[config.mk]
export PLATFORM = sky130hd
export DESIGN_NAME = game_engine
export DESIGN_NICKNAME = d
export VERILOG_FILES = /design/src/rtl/game_engine.sv
export SDC_FILE = /design/constraint.sdc
export NUM_CORES = 1
export LEC_CHECK = 0
export BUFFER_PORTS_ARGS = -buffer_cell sky130_fd_sc_hd__buf_2
export CAP_MARGIN = 20
export CORE_UTILIZATION = 35
export DETAILED_ROUTE_END_ITERATION = 16
export MAX_ROUTING_LAYER = met4
export PLACE_DENSITY = 0.63
export SKIP_LAST_GASP = 1
export SYNTH_ARGS = -nofsm -noshare
export SYNTH_HDL_FRONTEND = slang
export SYNTH_SLANG_ARGS = --single-unit
[constraint.sdc]
create_clock -name clk -period 5.5 [get_ports clk]
set_input_delay 0.55 -clock clk [delete_from_list [all_inputs] [get_ports clk]]
set_output_delay 0.55 -clock clk [all_outputs]
set_load 0.005 [all_outputs]
[src/rtl/game_engine.sv]
// Frame-tick game-state engine: snowball motion, four bouncing fireballs, hit/lives,
// invulnerability cooldown and win detection. All outputs are registers.
module game_engine #(
    parameter int FIRE_DIV = 2,
    parameter int CD_DIV   = 4
) (
    input  logic       clk,
    input  logic       rst_n,
    input  logic       tick,
    input  logic       btn_l,
    input  logic       btn_r,
    input  logic       btn_u,
    input  logic       btn_d,
    input  logic       btn_c,
    output logic [6:0] char_x,
    output logic [5:0] char_y,
    output logic [6:0] fire1_x,
    output logic [6:0] fire2_x,
    output logic [6:0] fire3_x,
    output logic [6:0] fire4_x,
    output logic [5:0] fire1_y,
    output logic [5:0] fire2_y,
    output logic [5:0] fire3_y,
    output logic [5:0] fire4_y,
    output logic [1:0] life,
    output logic       win,
    output logic       cooldown,
    output logic [2:0] cd_cnt,
    output logic       game_over
);
    localparam int FW = (FIRE_DIV > 1) ? $clog2(FIRE_DIV) : 1;
    localparam int CW = (CD_DIV > 1) ? $clog2(CD_DIV) : 1;

    // Fireballs 0..2 travel in x, fireball 3 travels in y; dir=1 means +1.
    localparam logic [6:0] FX0 [4] = '{7'd3, 7'd92, 7'd3, 7'd60};
    localparam logic [5:0] FY0 [4] = '{6'd21, 6'd37, 6'd53, 6'd14};
    localparam logic [3:0] FD0     = 4'b1101;

    typedef enum logic [2:0] {S_IDLE, S_PLAY, S_HIT, S_DEAD, S_WON} state_t;

    state_t        r_state;
    logic [6:0]    r_cx;
    logic [5:0]    r_cy;
    logic [6:0]    r_fx [4];
    logic [5:0]    r_fy [4];
    logic [3:0]    r_fdir;
    logic [1:0]    r_life;
    logic          r_win;
    logic          r_cd;
    logic [2:0]    r_cdcnt;
    logic          r_go;
    logic [FW-1:0] r_fdiv;
    logic [CW-1:0] r_cdiv;

    logic [6:0]    w_cx_nxt;
    logic [5:0]    w_cy_nxt;
    logic [6:0]    w_fx_nxt [4];
    logic [5:0]    w_fy_nxt [4];
    logic [3:0]    w_fdir_nxt;
    logic          w_fstep;
    logic          w_cd_step;
    logic          w_hit;
    logic          w_win;

    // Distances are taken at 8 bits so the subtraction never wraps.
    function automatic logic near(input logic [7:0] a, input logic [7:0] b);
        logic [7:0] d;
        d = (a >= b) ? (a - b) : (b - a);
        return (d <= 8'd3);
    endfunction

    assign w_fstep   = (r_fdiv == FW'(FIRE_DIV - 1));
    assign w_cd_step = (r_cdiv == CW'(CD_DIV - 1));
    assign w_win     = (r_cx >= 7'd88) && (r_cy >= 6'd56);

    always_comb begin
        w_cx_nxt = r_cx;
        if (btn_r && !btn_l && r_cx < 7'd91)
            w_cx_nxt = r_cx + 7'd1;
        else if (btn_l && !btn_r && r_cx > 7'd4)
            w_cx_nxt = r_cx - 7'd1;
        w_cy_nxt = r_cy;
        if (btn_d && !btn_u && r_cy < 6'd59)
            w_cy_nxt = r_cy + 6'd1;
        else if (btn_u && !btn_d && r_cy > 6'd15)
            w_cy_nxt = r_cy - 6'd1;
    end

    always_comb begin
        w_hit = 1'b0;
        for (int k = 0; k < 4; k++)
            if (near({1'b0, r_cx}, {1'b0, r_fx[k]}) && near({2'b0, r_cy}, {2'b0, r_fy[k]}))
                w_hit = 1'b1;
    end

    // Reaching a bound while heading into it reflects: reverse and step one pixel back.
    always_comb begin
        w_fdir_nxt = r_fdir;
        for (int k = 0; k < 4; k++) begin
            w_fx_nxt[k] = r_fx[k];
            w_fy_nxt[k] = r_fy[k];
        end
        if (w_fstep) begin
            for (int k = 0; k < 3; k++) begin
                if (r_fdir[k]) begin
                    if (r_fx[k] >= 7'd92) begin
                        w_fx_nxt[k]   = 7'd91;
                        w_fdir_nxt[k] = 1'b0;
                    end else
                        w_fx_nxt[k] = r_fx[k] + 7'd1;
                end else if (r_fx[k] <= 7'd3) begin
                    w_fx_nxt[k]   = 7'd4;
                    w_fdir_nxt[k] = 1'b1;
                end else
                    w_fx_nxt[k] = r_fx[k] - 7'd1;
            end
            if (r_fdir[3]) begin
                if (r_fy[3] >= 6'd60) begin
                    w_fy_nxt[3]   = 6'd59;
                    w_fdir_nxt[3] = 1'b0;
                end else
                    w_fy_nxt[3] = r_fy[3] + 6'd1;
            end else if (r_fy[3] <= 6'd14) begin
                w_fy_nxt[3]   = 6'd15;
                w_fdir_nxt[3] = 1'b1;
            end else
                w_fy_nxt[3] = r_fy[3] - 6'd1;
        end
    end

    always_ff @(posedge clk or negedge rst_n) begin
        if (!rst_n) begin
            r_state <= S_IDLE;
            r_cx    <= 7'd4;
            r_cy    <= 6'd15;
            for (int k = 0; k < 4; k++) begin
                r_fx[k] <= FX0[k];
                r_fy[k] <= FY0[k];
            end
            r_fdir  <= FD0;
            r_life  <= 2'd3;
            r_win   <= 1'b0;
            r_cd    <= 1'b0;
            r_cdcnt <= 3'd0;
            r_go    <= 1'b0;
            r_fdiv  <= '0;
            r_cdiv  <= '0;
        end else if (tick) begin
            case (r_state)
                S_IDLE, S_DEAD, S_WON: begin
                    if (btn_c) begin
                        r_state <= S_PLAY;
                        r_cx    <= 7'd4;
                        r_cy    <= 6'd15;
                        for (int k = 0; k < 4; k++) begin
                            r_fx[k] <= FX0[k];
                            r_fy[k] <= FY0[k];
                        end
                        r_fdir  <= FD0;
                        r_life  <= 2'd3;
                        r_win   <= 1'b0;
                        r_cd    <= 1'b0;
                        r_cdcnt <= 3'd0;
                        r_go    <= 1'b0;
                        r_fdiv  <= '0;
                        r_cdiv  <= '0;
                    end
                end
                S_PLAY, S_HIT: begin
                    if (w_win) begin
                        r_state <= S_WON;
                        r_win   <= 1'b1;
                    end else if (r_state == S_PLAY && w_hit && r_life < 2'd2) begin
                        r_state <= S_DEAD;
                        r_life  <= 2'd0;
                        r_go    <= 1'b1;
                        r_cd    <= 1'b0;
                    end else begin
                        r_cx <= w_cx_nxt;
                        r_cy <= w_cy_nxt;
                        for (int k = 0; k < 4; k++) begin
                            r_fx[k] <= w_fx_nxt[k];
                            r_fy[k] <= w_fy_nxt[k];
                        end
                        r_fdir <= w_fdir_nxt;
                        r_fdiv <= w_fstep ? '0 : r_fdiv + 1'b1;
                        if (r_state == S_PLAY && w_hit) begin
                            r_state <= S_HIT;
                            r_life  <= r_life - 2'd1;
                            r_cd    <= 1'b1;
                            r_cdcnt <= 3'd7;
                            r_cdiv  <= '0;
                        end else if (r_state == S_HIT) begin
                            if (w_cd_step) begin
                                r_cdiv  <= '0;
                                r_cdcnt <= r_cdcnt - 3'd1;
                                if (r_cdcnt == 3'd1) begin
                                    r_cd    <= 1'b0;
                                    r_state <= S_PLAY;
                                end
                            end else
                                r_cdiv <= r_cdiv + 1'b1;
                        end
                    end
                end
                default: r_state <= S_IDLE;
            endcase
        end
    end

    assign char_x    = r_cx;
    assign char_y    = r_cy;
    assign fire1_x   = r_fx[0];
    assign fire2_x   = r_fx[1];
    assign fire3_x   = r_fx[2];
    assign fire4_x   = r_fx[3];
    assign fire1_y   = r_fy[0];
    assign fire2_y   = r_fy[1];
    assign fire3_y   = r_fy[2];
    assign fire4_y   = r_fy[3];
    assign life      = r_life;
    assign win       = r_win;
    assign cooldown  = r_cd;
    assign cd_cnt    = r_cdcnt;
    assign game_over = r_go;
endmodule

Yosys cells after proc, flatten, opt, wreduce, memory -nomap -nowiden
Cells that the tools add are included.
{"block": "totals", "register_bits": 83}
{"block": "op_classes", "add_sub_neg": 32, "order_cmp": 31, "n_eq_ne": 23, "n_mux": 107, "n_bitwise": 1, "n_reduce_logical": 35}
{"cell": "two-way mux 7 bit", "n": 14}
{"cell": "two-way mux 28 bit", "n": 3}
{"cell": "two-way mux 6 bit", "n": 11}
{"cell": "less-or-equal comparator 8 x 2 -> 1 bit, second input constant", "n": 8}
{"cell": "two-way mux 8 bit", "n": 8}
{"cell": "subtractor 7 x 7 -> 8 bit", "n": 8}
{"cell": "case mux 28 bit (2 select lines)", "n": 1}
{"cell": "subtractor 6 x 6 -> 7 bit", "n": 8}
{"cell": "case mux 24 bit (2 select lines)", "n": 1}
{"cell": "two-way mux 3 bit", "n": 13}
{"cell": "two-way mux 1 bit", "n": 29}
{"cell": "adder 7 x 1 -> 7 bit, second input constant", "n": 4}
{"cell": ">= comparator 7 bit", "n": 4}
{"cell": ">= comparator 7 bit, second input constant", "n": 4}
{"cell": "subtractor 7 x 1 -> 7 bit, second input constant", "n": 4}
{"cell": ">= comparator 6 bit", "n": 4}
{"cell": "two-way mux 24 bit", "n": 1}
{"cell": "AND reduction 6 bit", "n": 4}
{"cell": "less-or-equal comparator 7 x 2 -> 1 bit, second input constant", "n": 3}
{"cell": "two-way mux 21 bit", "n": 1}
{"cell": "two-way mux 2 bit", "n": 10}
{"cell": "AND reduction 5 bit", "n": 4}
{"cell": "two-way mux 4 bit", "n": 4}
{"cell": "logical AND 1 bit", "n": 15}
{"cell": "other kinds (35)", "n": 63}

Depth between registers and ports, before layout
Gate-level depths: netlist of run 1.
{"block": "logic_depth", "word_depth": 13, "ltp_mapped": 16, "ltp_nobuf": 15}

Least setup slack after synthesis of run 1
Ideal clock, no wire load.
{"block": "synth_path", "path_type": "register -> register", "from": "register r_cy[3] (netlist: char_y[3])", "to": "register r_cdcnt[0] (netlist: cd_cnt[0])", "setup_time_ns": 0.125, "arrival_ns": 3.570, "path_slack_ns": 1.805, "stages_incl_launch_ff": 15, "period_less_slack_ns": 3.695, "cell_sequence": "dfstp_2 buf_2 clkinv_1 ha_1 buf_2 a21o_1 a21oi_1 a21bo_2 a21oi_1 a2111oi_2 nor4b_4 and4bb_2 o31ai_2 or2_1 mux2_2"}
{"block": "synth_between", "elab_chain_cells": 13, "word_cells_on_any_way": 41, "cone_classes": "8 x add/sub; 9 x order compare; 4 x eq/ne; 12 x mux; 8 x reduce/logical"}
{"element": "start: declaration", "line": "43", "source": "logic [5:0] r_cy;"}
{"element": "start signal: assignment", "line": "180", "source": "r_cy <= w_cy_nxt;"}
{"element": "subtractor 6 x 6 -> 7 bit / >= comparator 6 bit (equally long branches)", "line": "68", "source": "d = (a >= b) ? (a - b) : (b - a);"}
{"element": "two-way mux 8 bit", "line": "68"}
{"element": "less-or-equal comparator 8 x 2 -> 1 bit", "line": "69", "source": "return (d <= 8'd3);"}
{"element": "logical AND 1 bit", "line": "92", "source": "if (near({1'b0, r_cx}, {1'b0, r_fx[k]}) && near({2'b0, r_cy}, {2'b0, r_fy[k]}))"}
{"element": "two-way mux 1 bit (4 in a row)", "line": "92"}
{"element": "logical AND 1 bit", "line": "173, 187"}
{"element": "two-way mux 3 bit", "line": "187", "source": "if (r_state == S_PLAY && w_hit) begin"}
{"element": "two-way mux 3 bit", "line": "173", "source": "end else if (r_state == S_PLAY && w_hit && r_life < 2'd2) begin"}
{"element": "two-way mux 3 bit", "line": "170", "source": "if (w_win) begin"}
{"element": "case mux 3 bit (2 select lines)", "line": "149", "source": "case (r_state)"}
{"element": "end signal: assignment", "line": "196", "source": "r_cdcnt <= r_cdcnt - 3'd1;"}
{"element": "end: declaration", "line": "50", "source": "logic [2:0] r_cdcnt;"}
Several ways; a longest one is shown, not always the timed one. The select of a mux whose other input is x is not followed.
A chain may end at the register's enable or synchronous reset.

Worst setup path in the final report of run 1
{"block": "layout_path", "from": "register r_cx[4] (netlist: char_x[4])", "to": "register r_fx, in the netlist fire2_x[1]"}
{"block": "layout_between", "elab_chain_cells": 12, "word_cells_on_any_way": 35, "cone_classes": "8 x add/sub; 9 x order compare; 2 x eq/ne; 8 x mux; 8 x reduce/logical"}
{"element": "start: declaration", "line": "42", "source": "logic [6:0] r_cx;"}
{"element": "start signal: assignment", "line": "179", "source": "r_cx <= w_cx_nxt;"}
{"element": "subtractor 7 x 7 -> 8 bit / >= comparator 7 bit (equally long branches)", "line": "68"}
{"element": "two-way mux 8 bit", "line": "68"}
{"element": "less-or-equal comparator 8 x 2 -> 1 bit", "line": "69"}
{"element": "logical AND 1 bit", "line": "92"}
{"element": "two-way mux 1 bit (4 in a row)", "line": "92"}
{"element": "logical AND 1 bit (2 in a row)", "line": "173"}
{"element": "inequality test 2 bit (no source line)"}
{"element": "AND reduction 6 bit (no source line) (*)"}
{"element": "end signal: indexed assignment", "line": "137", "source": "r_fx[k] <= FX0[k];"}
{"element": "end signal: indexed assignment", "line": "156", "source": "r_fx[k] <= FX0[k];"}
{"element": "end signal: indexed assignment", "line": "182", "source": "r_fx[k] <= w_fx_nxt[k];"}
{"element": "end: declaration", "line": "44", "source": "logic [6:0] r_fx [4];"}
Every way passes the cells marked *; elsewhere a longest branch is shown, timed or not.

==> results.yml, run 1 <==
cells_and_area:
  final_area_um2: 8750
  nNetsFinal: 1153
  diodes: 0
  areaGrowthSynthToFinish_pct: 9.76
  layout-drive-gt1-share_pct: 15.0
sta:
  tightest_slew_ns: 0.969
  maxSlewHeadroom_pct: 35.2
  final-setup-viol-count: 0
  period_share_pct: 87.0
  period_minus_slack_ns: 4.79
  skew_ns: 0.00502
  fmax_ghz: 0.209
  fin_ws_ns: 0.714
  rsz0062_at_grt: "false"
  hold_violations: 0
  tns_ns: 0
  slew_violations: 0
floorplan:
  dieArea_um2: 23400
  io_pins: 81
  initial_core_util_pct: 36.1
  dieHeight_um: 153
  rows: 54
  coreArea_um2: 22100
  fp.dieW_um: 153
synth:
  yosys_warnings: 0
  synth_edf_count: 0
  ys_seq_area_share_pct: 18.9
  async_flop_share_pct: 100
  synth_area_per_cell_um2: 7.95
  synth_area_leader_cell: "ha_1"
  synth_ff_type: "dfrtp_1"
  synth_commonest_cells: "ha_1, a21oi_1, inv_1"
  ys_types: 93
  synth_seq_cells: 59
  synthCells: 1003
  yosysTopAreaCellShare_pct: 15.2
  yosysMostFrequentCell: "ha_1"
  ys_top_cells_by_area: "ha_1, dfrtp_1, dfstp_2"
  syn-cell-area_um2: 7970
worst_setup_path:
  critPathKind: "reg2reg"
  worstPathRequired_ns: 5.73
  critical_path_arrival_ns: 5.01
  ff2ff_setup_slack_ns: 0.71
  worstReg2RegStart: "char_x[4]"
  r2r_cells: 12
  endpoint_kind: "flop"
  startpoint_type: "flop"
  crit_path_max_fanout: 21
  r2r-end: "fire2_x[1]"
global_routing:
  grt_antenna_before_repair: 0
  grt_first_pass_wirelength_um: 38500
  gr-usage-all-layers_pct: 21.2
  grt-ovfl-total: 0
  grt_max_degree: 60
  grt_pass1_vias: 7356
power_and_ir_drop:
  switching_power_mw: 3.20
  p_clk_share_pct: 11.0
  intPower_mw: 2.93
  power.density_nw_per_um2: 701
  comb_power_share_pct: 72.1
  power.leakage_nw: 3.91
  power_frac_seq_pct: 16.9
  max-vdd-ir-drop_v: 0.000188
  total_power_mw: 6.14
  switching_share_pct: 52.2
clock_network:
  clk_latency_ns: 0.34
  tritoncts: "done"
  cts.sinks: 59
  cts_buffers: 9
  cts_root_buf: "clkbuf_16"
  cts_buffer_depth: 2
  h-tree-depth: 3
  cts_setup_buffers: 0
  holdBufCountCts: 0
  cts.clk_slew.worst_paths_ns: 0.06
  post_cts_resized: 0
placement:
  portBuffers: 69
  postPlaceCellArea_um2: 8410
  place_hpwl_um: 17800
  pre_cts_ws_ns: 0.816
  place.gp.congestion: 0.969
detailed_routing:
  num_vias: 7875
  drc_errors: 0
  drt_iter0_markers: 748
  firstDrtPassIters: 6
  ant_nets: 0
  via_per_inst: 5.95
  finalWirelength_um: 24200
  avgRoutedWirePerCell_um: 18.3
status:
  status: "complete, no violations"
min_path:
  hp-class: "in2async"
flow_run:
  maxCapViolations: 0
[area by class of cell]
type | count | area (µm²)
Inverter | 81 | 304
Multi-Input combinational cell | 807 | 5820
Sequential cell | 59 | 1500
Timing Repair Buffer | 80 | 428
Fill cell | 2230 | 13300
Clock buffer | 12 | 246
Tap cell | 280 | 350
Clock inverter | 4 | 97.6
[metal layers]
metal	vias to the layer above	track usage (%)	share of wire, %	routed length [µm]
met1	3758	26.4	44	10700
met5	-	-	0	0
met2	361	33.9	46	11200
li1	3691	-	-	-
met3	65	2.75	6.0	1440
met4	0	10.3	3.5	837
[stage by stage]
stage / util [%] / std cells / hold slack, ns
after detailed placement: 38.1 / 1307 / 0.484
after global routing: 39.6 / 1323 / 0.477
after global placement: 38.1 / 1307 / 0.474
after CTS: 39.6 / 1323 / 0.433
after floorplan: - / 1014 / 0.254
final: 39.6 / 1323 / 0.342
[flip-flops by register name (all words and copies together) (netlist names), 3 cells and up]
| signal | flops |
|---|---|
| char_x | 7 |
| fire2_x | 7 |
| char_y | 6 |
| fire4_y | 6 |
| fire3_x | 7 |
| r_state | 3 |
| fire1_x | 7 |
| cd_cnt | 3 |
| r_fdir | 4 |
[power by group through the flow]
stage | clock network, mW | logic [mW] | registers [mW]
after floorplan | 0 | 3.29 | 0.906
after global placement | 0 | 4.32 | 1.04
after detailed placement | 0 | 4.33 | 1.04
after CTS | 0.683 | 4.36 | 1.03
after global routing | 0.702 | 4.89 | 1.07
final | 0.674 | 4.43 | 1.04
[how the worst max path moves through the flow]
stage	to	slack [ns]	from	cells past startpoint
2_1_floorplan	cd_cnt[0]	1.81	char_y[3]	14
4_1_cts	fire2_x[1]	0.80	char_x[4]	12
3_3_place_gp	fire3_x[4]	0.87	fire4_x[5]	14
6_report	fire2_x[1]	0.71	char_x[4]	12
5_1_grt	fire2_x[1]	0.49	fire4_x[5]	14
3_5_place_dp	fire2_x[1]	0.82	fire4_x[5]	14
[critical path: stages, from the launching register on]
cell      delay (ns)
dfrtp_1         0.57
inv_1           0.27
ha_1            0.51
a21oi_1         0.25
or3b_2          0.46
o221ai_1        0.20
nor4b_1         0.09
a22oi_1         0.31
o22ai_1         0.20
a31oi_2         0.29
a21oi_4         0.26
nor3_4          0.85
mux2_2          0.42
[cell usage in the layout (no fill, tap or decap), types with 6 or more instances in the layout]
cell | Yosys | routed
buf_4 | 24 | 11
o31ai_1 | 7 | 7
o21a_1 | 7 | 7
ha_1 | 97 | 97
a21oi_1 | 87 | 87
nand4_1 | 10 | 10
o211ai_1 | 10 | 10
a21o_1 | 15 | 15
nand2_1 | 62 | 62
nor2b_1 | 14 | 13
mux2i_1 | 21 | 21
or3_1 | 8 | 8
fa_1 | 10 | 10
buf_2 | 7 | 69
xnor2_1 | 25 | 25
dfrtp_1 | 37 | 37
mux2_2 | 9 | 9
dfstp_2 | 22 | 22
conb_1 | 1 | 12
a211oi_1 | 12 | 12
nand3_1 | 37 | 37
a2bb2oi_1 | 7 | 7
inv_1 | 79 | 79
clkbuf_16 | 0 | 9
o221ai_1 | 6 | 6
o21ai_0 | 68 | 68
xor2_1 | 9 | 9
a31oi_1 | 16 | 16
and3_1 | 10 | 10
nand2b_1 | 15 | 15
o22ai_1 | 18 | 18
nor2_1 | 68 | 68
nor3_1 | 28 | 28
[cells by family after synthesis]
logic type	share of synthesized area [%]
AND/OR/NAND/NOR	19.2
AO/OA/AOI/OAI	27.5
other	0.0470
flip-flops	18.9
XOR/XNOR	3.73
buffers and inverters	8.72
adder cells (fa/ha/maj)	17.7
multiplexers	4.19
Power figures use the tool's default switching activity.
==> run 2: changes to the inputs <==
Settings changed: GPL_TIMING_DRIVEN set to 0, SETUP_SLACK_MARGIN set to 0.3.
==> run 2 against run 1 <==
Via count unchanged. Core utilization up 1.2 points. Combinational power hardly changed. Cell area rose by 3.1%. Clock-buffer cell count down 3. Critical path type unchanged. Largest power group unchanged.
==> results.yml, run 2 (synthesis results as in run 1) <==
placement:
  place.gp.congestion: 0.995
  portBuffers: 69
  postPlaceCellArea_um2: 8710
  place_hpwl_um: 18500
cells_and_area:
  layout-drive-gt1-share_pct: 16.6
  mostFrequentLayoutCell: "ha_1"
  fillers: 2240
  final_area_um2: 9020
  seqCellArea_um2: 1500
  multi_input_area_um2: 5820
  nNetsFinal: 1209
  areaGrowthSynthToFinish_pct: 13.1
  diodes: 0
  final_cell_mix: "ha_1, a21oi_1, inv_1"
sta:
  slew_violations: 0
  final-setup-viol-count: 0
  skew_ns: 0.0114
  tns_ns: 0
  fmax_ghz: 0.201
  rsz0062_at_grt: "false"
  tightest_slew_ns: 0.895
  period_share_pct: 90.3
  maxSlewHeadroom_pct: 40.1
  hold_violations: 0
  period_minus_slack_ns: 4.97
worst_setup_path:
  crit_path_max_fanout: 10
  worstPathRequired_ns: 5.74
  critical_path_arrival_ns: 5.21
  startpoint_type: "flop"
  critPathKind: "reg2reg"
  endpoint_kind: "flop"
power_and_ir_drop:
  power_frac_seq_pct: 17.2
  p_clk_share_pct: 9.9
  switching_share_pct: 53.5
  switching_power_mw: 3.23
  power.density_nw_per_um2: 669
  intPower_mw: 2.80
  comb_power_share_pct: 72.9
  power.leakage_nw: 4.04
  max-vdd-ir-drop_v: 0.000465
floorplan:
  io_pins: 81
  initial_core_util_pct: 36.1
  fp.dieW_um: 153
  dieArea_um2: 23400
  rows: 54
  coreArea_um2: 22100
  dieHeight_um: 153
global_routing:
  gr-usage-all-layers_pct: 21.8
  grt_pass1_vias: 7224
  grt_max_degree: 60
  grt_first_pass_wirelength_um: 39200
  grt_antenna_before_repair: 0
  grt-ovfl-total: 0
clock_network:
  h-tree-depth: 3
  post_cts_resized: 0
  tritoncts: "done"
  cts_root_buf: "clkbuf_16"
  cts.sinks: 59
  cts_setup_buffers: 0
  holdBufCountCts: 0
  cts_buffer_depth: 2
  clk_latency_ns: 0.35
  cts_buffers: 9
  cts.clk_slew.worst_paths_ns: 0.06
flow_run:
  maxCapViolations: 0
status:
  status: "complete, no violations"
detailed_routing:
  firstDrtPassIters: 5
  drt_iter0_markers: 632
  avgRoutedWirePerCell_um: 18.0
  finalWirelength_um: 24800
  via_per_inst: 5.71
  num_vias: 7875
  ant_nets: 0
  drc_errors: 0
min_path:
  hp-class: "in2async"
==> run 2: changes by cell type in the layout (fill, tap and decap cells not counted), sizes merged <==
cell	change
clkbuf	+29
buf	+24
inv	+3
bufinv	-2
clkinv	+2
==> run 2: layout make-up <==
class                           instances  share of cell area, %
Timing Repair Buffer                   69                   3.86
Clock inverter                          7                  0.902
Inverter                               81                   3.37
Clock buffer                            9                   2.50
Sequential cell                        59                   16.7
Buffer                                 67                   4.34
Tap cell                              280                   3.88
Multi-Input combinational cell        807                   64.5
==> run 2: layer usage <==
metal  track usage (%)  vias up  wire (µm)
met4              8.13        0        684
li1                  -     3824          -
met2              34.0      317      11200
met1              28.2     3681      11200
met5                 -        -          0
met3              3.63       53       1670
==> run 2: worst max-delay path, cell delays in order, from the launching register on <==
cell	delay, ns
dfrtp_1	0.71
inv_1	0.37
ha_1	0.40
buf_2	0.19
a21oi_1	0.20
or3b_2	0.47
o221ai_1	0.19
nor4b_1	0.09
a22oi_1	0.42
o22ai_1	0.24
a31oi_2	0.31
a21o_2	0.25
buf_2	0.28
nand2_1	0.36
o21ai_0	0.37
==> run 2: stage by stage <==
step | power [mW] | worst slack, ns | std cells | hold slack [ns] | utilization, %
2_1_floorplan | 4.19 | 1.81 | 1014 | 0.254 | -
3_3_place_gp | 5.34 | 0.663 | 1363 | 0.481 | 39.4
3_5_place_dp | 5.37 | 0.656 | 1363 | 0.487 | 39.4
4_1_cts | 6.00 | 0.637 | 1379 | 0.319 | 40.8
5_1_grt | 6.59 | 0.372 | 1379 | 0.358 | 40.8
6_report | 6.03 | 0.532 | 1379 | 0.288 | 40.8
==> run 2: power by group through the flow <==
| stage | clock network, mW | registers [mW] | logic, mW |
|---|---|---|---|
| floorplan | 0 | 0.906 | 3.29 |
| global placement | 0 | 1.04 | 4.30 |
| detailed placement | 0 | 1.04 | 4.33 |
| CTS | 0.607 | 1.04 | 4.35 |
| global route | 0.623 | 1.08 | 4.89 |
| finish | 0.598 | 1.04 | 4.40 |
==> run 2: worst paths after layout <==
check | startpoint | to | slack, ns | cells past startpoint
max | char_x[4] | fire2_x[6] | 0.53 | 14
min | rst_n | char_x[0] | 0.29 | 1
min in group clk | tick | game_over | 0.45 | 2
min reg2reg | win | win | 0.49 | 1
max reg2reg | char_x[4] | fire2_x[6] | 0.53 | 14
max in group asynchronous | rst_n | fire2_x[5] | 4.68 | 1
